[src/rtl/led_pattern_shifter.sv]
// ============================================================================
// led_pattern_shifter
// Moves a WIDTH-bit LED pattern on divided ticks: rotate R/L, bounce, hold.
// Revision: 1.0
// ============================================================================
`default_nettype none

module led_pattern_shifter #(
  parameter int               WIDTH         = 4,
  parameter logic [WIDTH-1:0] RESET_PATTERN = {{(WIDTH-1){1'b0}}, 1'b1},
  parameter int               DIV_W         = 4
) (
  input  logic             clk,
  input  logic             i_rst,
  input  logic             i_valid,
  input  logic [1:0]       i_mode,
  input  logic [DIV_W-1:0] i_div,
  input  logic             i_load,
  input  logic [WIDTH-1:0] i_data,
  output logic [WIDTH-1:0] o_data,
  output logic             o_dir,
  output logic             o_step,
  output logic             o_edge
);

  localparam logic [1:0]       c_MODE_ROR    = 2'b00;
  localparam logic [1:0]       c_MODE_ROL    = 2'b01;
  localparam logic [1:0]       c_MODE_BOUNCE = 2'b10;
  localparam logic [1:0]       c_MODE_HOLD   = 2'b11;
  localparam logic [DIV_W-1:0] c_CNT_ONE     = {{(DIV_W-1){1'b0}}, 1'b1};

  // Direction doubles as the bounce FSM state.
  typedef enum logic [0:0] {
    DIR_RIGHT = 1'b0,
    DIR_LEFT  = 1'b1
  } dir_t;

  logic [WIDTH-1:0] r_data;
  dir_t             r_dir;
  logic [DIV_W-1:0] r_cnt;
  logic             r_step;
  logic             r_edge;

  logic [WIDTH-1:0] w_data_nxt;
  dir_t             w_dir_nxt;
  logic [DIV_W-1:0] w_cnt_nxt;
  logic             w_step_nxt;
  logic             w_edge_nxt;

  logic [WIDTH-1:0] w_shl;
  logic [WIDTH-1:0] w_shr;
  logic [WIDTH-1:0] w_rol;
  logic [WIDTH-1:0] w_ror;
  logic             w_lsb;
  logic             w_msb;
  logic             w_tick;

  assign w_lsb  = r_data[0];
  assign w_msb  = r_data[WIDTH-1];
  assign w_shl  = {r_data[WIDTH-2:0], 1'b0};
  assign w_shr  = {1'b0, r_data[WIDTH-1:1]};
  assign w_rol  = {r_data[WIDTH-2:0], w_msb};
  assign w_ror  = {w_lsb, r_data[WIDTH-1:1]};
  assign w_tick = i_valid && (i_mode != c_MODE_HOLD);

  always_ff @(posedge clk) begin
    if (i_rst) begin
      r_data <= RESET_PATTERN;
      r_dir  <= DIR_RIGHT;
      r_cnt  <= '0;
      r_step <= 1'b0;
      r_edge <= 1'b0;
    end else begin
      r_data <= w_data_nxt;
      r_dir  <= w_dir_nxt;
      r_cnt  <= w_cnt_nxt;
      r_step <= w_step_nxt;
      r_edge <= w_edge_nxt;
    end
  end

  always_comb begin
    w_data_nxt = r_data;
    w_dir_nxt  = r_dir;
    w_cnt_nxt  = r_cnt;
    w_step_nxt = 1'b0;
    w_edge_nxt = 1'b0;

    if (i_load) begin
      w_data_nxt = i_data;
      w_cnt_nxt  = '0;
    end else if (w_tick) begin
      // >= so that lowering i_div mid-count steps at once instead of wrapping.
      if (r_cnt >= i_div) begin
        w_cnt_nxt  = '0;
        w_step_nxt = 1'b1;
        case (i_mode)
          c_MODE_ROR: begin
            w_data_nxt = w_ror;
            w_dir_nxt  = DIR_RIGHT;
            w_edge_nxt = w_lsb;
          end
          c_MODE_ROL: begin
            w_data_nxt = w_rol;
            w_dir_nxt  = DIR_LEFT;
            w_edge_nxt = w_msb;
          end
          c_MODE_BOUNCE: begin
            if (w_lsb && w_msb) begin
              w_data_nxt = r_data;
            end else if (r_dir == DIR_RIGHT) begin
              if (w_lsb) begin
                w_dir_nxt  = DIR_LEFT;
                w_data_nxt = w_shl;
                w_edge_nxt = 1'b1;
              end else begin
                w_data_nxt = w_shr;
              end
            end else begin
              if (w_msb) begin
                w_dir_nxt  = DIR_RIGHT;
                w_data_nxt = w_shr;
                w_edge_nxt = 1'b1;
              end else begin
                w_data_nxt = w_shl;
              end
            end
          end
          default: begin
            w_data_nxt = r_data;
          end
        endcase
      end else begin
        w_cnt_nxt = r_cnt + c_CNT_ONE;
      end
    end
  end

  assign o_data = r_data;
  assign o_dir  = r_dir;
  assign o_step = r_step;
  assign o_edge = r_edge;

endmodule

`default_nettype wire

[config.mk]
export PLATFORM = sky130hd
export DESIGN_NAME = led_pattern_shifter
export DESIGN_NICKNAME = d
export VERILOG_FILES = /design/src/rtl/led_pattern_shifter.sv
export SDC_FILE = /design/constraint.sdc
export NUM_CORES = 1
export LEC_CHECK = 0
export CAP_MARGIN = 5
export CELL_PAD_IN_SITES_DETAIL_PLACEMENT = 1
export CELL_PAD_IN_SITES_GLOBAL_PLACEMENT = 1
export CORE_AREA = 5 5 59 61
export CTS_CLUSTER_SIZE = 20
export DETAILED_ROUTE_END_ITERATION = 7
export DIE_AREA = 0 0 64 66
export PLACE_DENSITY_LB_ADDON = 0.1
export RECOVER_POWER = 25
export SYNTH_ARGS = -nofsm -noshare
export SYNTH_HDL_FRONTEND = slang
export SYNTH_SLANG_ARGS = --single-unit
[constraint.sdc]
create_clock -name clk -period 2.1 [get_ports clk]
set_clock_uncertainty 0.1 [all_clocks]
set_input_delay 0.42 -clock clk [delete_from_list [all_inputs] [get_ports clk]]
set_output_delay 0.42 -clock clk [all_outputs]
set_load 0.01 [all_outputs]
=== Yosys cells after proc, flatten, opt, wreduce, memory -nomap -nowiden ===
Cells that the tools add are included.

* Eq/ne operators: 5
* Divide/modulo/power cells: 0
* Multiply operators: 0
* Bitwise logic cells: 3
* Add/subtract/negate cells: 1
* Reduce and logical (&&, ||, !) cells: 12
* Magnitude comparators: 1
* Multiplexer cells: 19
* Shift-type cells: 0

{| class="wikitable"
|+ Operator list
! cell !! count
|-
| $mux W4 || 8
|-
| $pmux W4 S3 || 1
|-
| $mux W1 || 8
|-
| $pmux W1 S3 || 2
|-
| $reduce_and A5 Y1 || 1
|-
| $add A4 B1 Y4 const B || 1
|-
| $ge A4 B4 Y1 || 1
|-
| $ne A2 B2 Y1 const B || 2
|-
| $reduce_and A4 Y1 || 1
|-
| $reduce_bool A2 Y1 || 2
|-
| $reduce_bool A4 Y1 || 1
|-
| $reduce_or A4 Y1 || 1
|-
| $ne A3 B3 Y1 const B || 1
|-
| $not A1 Y1 || 3
|-
| $reduce_bool A3 Y1 || 1
|-
| $reduce_or A3 Y1 || 1
|-
| $eq A2 B1 Y1 const B || 1
|-
| $eq A2 B2 Y1 const B || 1
|-
| $logic_and A1 B1 Y1 || 2
|-
| $logic_not A2 Y1 || 1
|-
| $reduce_or A2 Y1 || 1
|}

* Bits in read-only memories: 0
* Bits in latches: 0
* Memories: 0
* Flip-flop bits (word level): 11
* Input port bits: 14
* Bits in writable memories: 0

=== Logic depth before layout (Yosys ltp) ===
* Depth after elaboration: 7
* Gate-level depth with buffers: 7
* Gate-level depth less buffers: 7

=== Worst setup path before layout ===
No wires, ideal clock.

* Path kind: in2reg
* Start point: in i_div[0]
* End point: reg r_data[3] (netlist: o_data[3])
* Cell stages on the path: 6
* Arrival: 1.795 ns
* Setup time: 0.103 ns
* Slack: 0.102 ns
* Cell sequence: ha_1 > nand2b_4 > a2111oi_4 > or2_2 > a2111oi_2 > a2111oi_2

* Word-level cells in the longest chain between the ends: 3

{| class="wikitable"
|+ Ends and longest elaborated chain
! item !! line !! text
|-
| start, declared || 17 || <nowiki>input logic [DIV_W-1:0] i_div,</nowiki>
|-
| $ge A4 B4 Y1 || 94 || <nowiki>if (r_cnt >= i_div) begin</nowiki>
|-
| $reduce_bool A2 Y1 (no line) || n/a ||
|-
| $reduce_and A4 Y1 (no line) || n/a ||
|-
| end signal, assigned || 74 || <nowiki>r_data <= w_data_nxt;</nowiki>
|-
| end, declared || 38 || <nowiki>logic [WIDTH-1:0] r_data;</nowiki>
|}

Every way passes these cells.
A chain may end at the register's enable or synchronous reset.

=== Worst setup path in the final report ===
* Start point: reg r_data[3] (netlist: o_data[3])
* End point: out o_data[3]

{| class="wikitable"
|+ RTL lines
! item !! line !! text
|-
| end, declared || 20 || <nowiki>output logic [WIDTH-1:0] o_data,</nowiki>
|}

No word-level cell between the ends.

==> run summary <==
ROUTING
--------------------------------------------------------------------------------
Detailed-route DRC error count ....................................            0
Total number of vias ..............................................          842
Number of antenna-violating nets in the routed design .............            0
Total wirelength of the detailed-routed design ....................      2.50 mm
First DRT Iteration DRCs ..........................................            1
Initial DRT Pass Iterations .......................................            3
Routed vias/inst ..................................................         5.07
Routed len/inst ................................................... 15.1 microns

CLOCK TREE
--------------------------------------------------------------------------------
Max clock buf depth ...............................................            2
CTS sink count ....................................................           11
Number of CTS-inserted buffers ....................................            3
Hold-fix buffers, CTS .............................................            0
Number of levels in the clock H-tree ..............................            1
Root cell of the clock tree ....................................... sky130_fd_sc_hd__clkbuf_4
Clock Pin Slew Worst Setup and Hold Paths .........................      0.08 ns
Clock network latency to the later pin of the worst-skew pair .....      0.28 ns
TritonCTS clock tree ..............................................          yes

LAYOUT
--------------------------------------------------------------------------------
Final std cell area, no fill ......................................   1230 sq um
Area growth from synthesis to final layout ........................        39.9%
# fillers .........................................................          357
Final core utilization ............................................        41.9%
Number of nets at the end of the flow .............................          157
Proportion of layout cells with a drive suffix above 1 ............        24.8%
Antenna diode count ...............................................            0
Highest-count cells in the layout ignoring fill and taps .......... sky130_fd_sc_hd__buf_4 (13), sky130_fd_sc_hd__inv_1 (11), sky130_fd_sc_hd__dfxtp_1 (11)
Most common library cell in the layout ignoring fill and taps ..... sky130_fd_sc_hd__buf_4

SYNTH
--------------------------------------------------------------------------------
Fraction of post-synthesis cell area in the top cell type by area .        25.1%
Distinct cell type count of the synthesized netlist ...............           39
Async SR Flop Fraction ............................................           0%
Top cells by area, synth .......................................... sky130_fd_sc_hd__dfxtp_1 (25%), sky130_fd_sc_hd__ha_1 (13%), sky130_fd_sc_hd__inv_1 (5.1%)
Net count after synthesis .........................................          123
Number of cells produced by synthesis .............................          100
Count of flip-flops with a built-in enable after synthesis ........            0
Number of storage elements in the synthesis netlist ...............           11
Part of the Yosys area used for sequential elements ...............        25.1%
Most frequently used flop master after synthesis .................. sky130_fd_sc_hd__dfxtp_1
Dominant cell type by area after synthesis ........................ sky130_fd_sc_hd__dfxtp_1
Post-synthesis instance area ......................................    877 sq um
Synth warnings ....................................................            0
Synth Area per Inst ...............................................   8.77 sq um

RUN STATUS
--------------------------------------------------------------------------------
Status ............................................................ finished clean

PWR
--------------------------------------------------------------------------------
Power density relative to cell area ...............................  443 nW/um^2
IR Drop Worst-Case VDD ............................................     0.198 mV
Part of the power in combinational logic ..........................        29.1%
Sequential power share ............................................        41.7%
LEAKAGE ...........................................................     0.522 nW
Fraction of power spent switching nets ............................        31.5%
Part of the total power dissipated in the clock network ...........        29.3%
Total power .......................................................     0.544 mW
Internal Power ....................................................     0.373 mW
Switch Pwr ........................................................     0.172 mW

SETUP PATH
--------------------------------------------------------------------------------
Critical path startpoint category .................................    flip-flop
Cell count along the critical path ................................            1
Critical path endpoint category ...................................   output pin
Kind of critical path .............................................   reg -> out
Cells along the critical path ..................................... clkdlybuf4s50_1
Crit path max-delay family ........................................ buffers and inverters
Number of buffer and inverter stages on the critical path .........            1
Depth of the most critical reg-to-reg path ........................            8
Required time of the critical path ................................      1.58 ns
Worst Path Max Fanout .............................................           11
Slowest cell on the critical path ................................. sky130_fd_sc_hd__clkdlybuf4s50_1
CP arrival ........................................................      1.46 ns
Highest cell delay on the worst timing path .......................      0.62 ns

TIMING
--------------------------------------------------------------------------------
Time the final worst path needs with I/O delays and setup .........      1.98 ns
Relative slew margins .............................................        71.0%
Achievable frequency ..............................................      504 MHz
Hold violation count in the final report ..........................            0
Share of the clock period used by the worst path ..................        94.4%
Count of final max-slew check failures ............................            0
Final setup fails .................................................            0
Unrepaired setup endpoints after global routing ...................          yes
Actual slew at the worst max-slew pin .............................     0.433 ns
Minimum setup slack in the final design ...........................     0.117 ns

FLOORPLANNING
--------------------------------------------------------------------------------
Placement row count ...............................................           20
Die Height ........................................................   66 microns
Floorplan Core Area ...............................................   2930 sq um
Die boundary width ................................................   64 microns
I/O pin count .....................................................           21
Initial Utilization ...............................................        30.0%
Area of the die ...................................................   4220 sq um

HOLD PATH
--------------------------------------------------------------------------------
Worst Hold Depth ..................................................            2
Tightest Hold Check Type ..........................................   reg -> reg

PLACE
--------------------------------------------------------------------------------
Placement Setup Slack .............................................    -0.466 ns
Port buffer count .................................................           20
Global placement routability congestion ...........................        0.789
Detailed placer's ending HPWL .....................................      1.98 mm
Placed cell areas .................................................   1150 sq um

GLOBAL ROUTING
--------------------------------------------------------------------------------
Number of antenna violations at the first check in global routing .            0
Pin count of the biggest net entering global routing ..............           12
Combined global-route utilization of all metal layers .............        13.1%
Total global routing overflow .....................................            0
Global-route wire length before repair ............................      4.28 mm
Via count of the first global-routing pass ........................          979

JOB
--------------------------------------------------------------------------------
Maximum Capacitance Violations ....................................            0

## cells by family after synthesis
logic type      count (synthesis)  synth area share, %
simple gates                   36                 24.1
compound gates                 22                 21.0
buf+inv                        16                 10.6
flops                          11                 25.1
fa+ha+maj                       9                 12.8
xor+xnor                        3                 3.00
mux                             3                 3.42
## cell usage after synthesis (3+ instances only)
cell                      number
sky130_fd_sc_hd__nor2_1       10
sky130_fd_sc_hd__inv_1        12
sky130_fd_sc_hd__dfxtp_1      11
sky130_fd_sc_hd__a21oi_1       5
sky130_fd_sc_hd__mux2i_1       3
sky130_fd_sc_hd__nand3_1       3
sky130_fd_sc_hd__nand2_1       7
sky130_fd_sc_hd__ha_1          9
sky130_fd_sc_hd__o21ai_0       5
## layout make-up
type,instances,area (sq um),share of cell area [%]
Inverter,12,45.0,3.67
Clock buffer,4,26.3,2.14
Timing Repair Buffer,33,290,23.6
Tap cell,33,41.3,3.36
Sequential cell,11,220,17.9
Multi-Input combinational cell,73,604,49.2
## flip-flops by register name, indices dropped and copies added, names as in the netlist
signal and cells:
r_cnt 4, o_dir 1, o_data 4, o_edge 1
o_step 1
## layer usage
metal | vias to the layer above | wire, microns | track usage [%]
met5 | - | 0 | 0
met1 | 403 | 1020 | 13.6
met2 | 15 | 1320 | 24.2
met4 | 0 | 71 | 6.49
li1 | 418 | - | -
met3 | 6 | 87 | 2.89
## per-stage QoR
step | hold WS [ns] | cells | setup TNS [ns]
after floorplan | 0.383 | 100 | 0
after global placement | 0.414 | 160 | -2.34
after detailed placement | 0.426 | 160 | -2.99
after CTS | 0.450 | 166 | 0
after global routing | 0.489 | 166 | -0.00660
final | 0.436 | 166 | 0
## power by group through the flow
stage	combinational (mW)	clock [mW]	sequential, mW
floorplan	0.0880	0	0.229
global placement	0.148	0	0.231
detailed placement	0.154	0	0.231
CTS	0.160	0.165	0.227
global route	0.173	0.182	0.228
finish	0.158	0.159	0.227
## path summary, 6_finish.rpt
path              startpoint  slack (ns)        end
setup / recovery   o_data[3]        0.12  o_data[3]
hold / removal      r_cnt[3]        0.44   r_cnt[3]
setup reg to reg    r_cnt[0]        0.12  o_data[1]
hold reg to reg     r_cnt[3]        0.44   r_cnt[3]
## what timing repair did
action                     CTS  global route
resized for setup           12             1
setup endpoints to repair    4             1
buffers inserted             2             0
pin swaps                    9             0
Power figures use the tool's default switching activity.
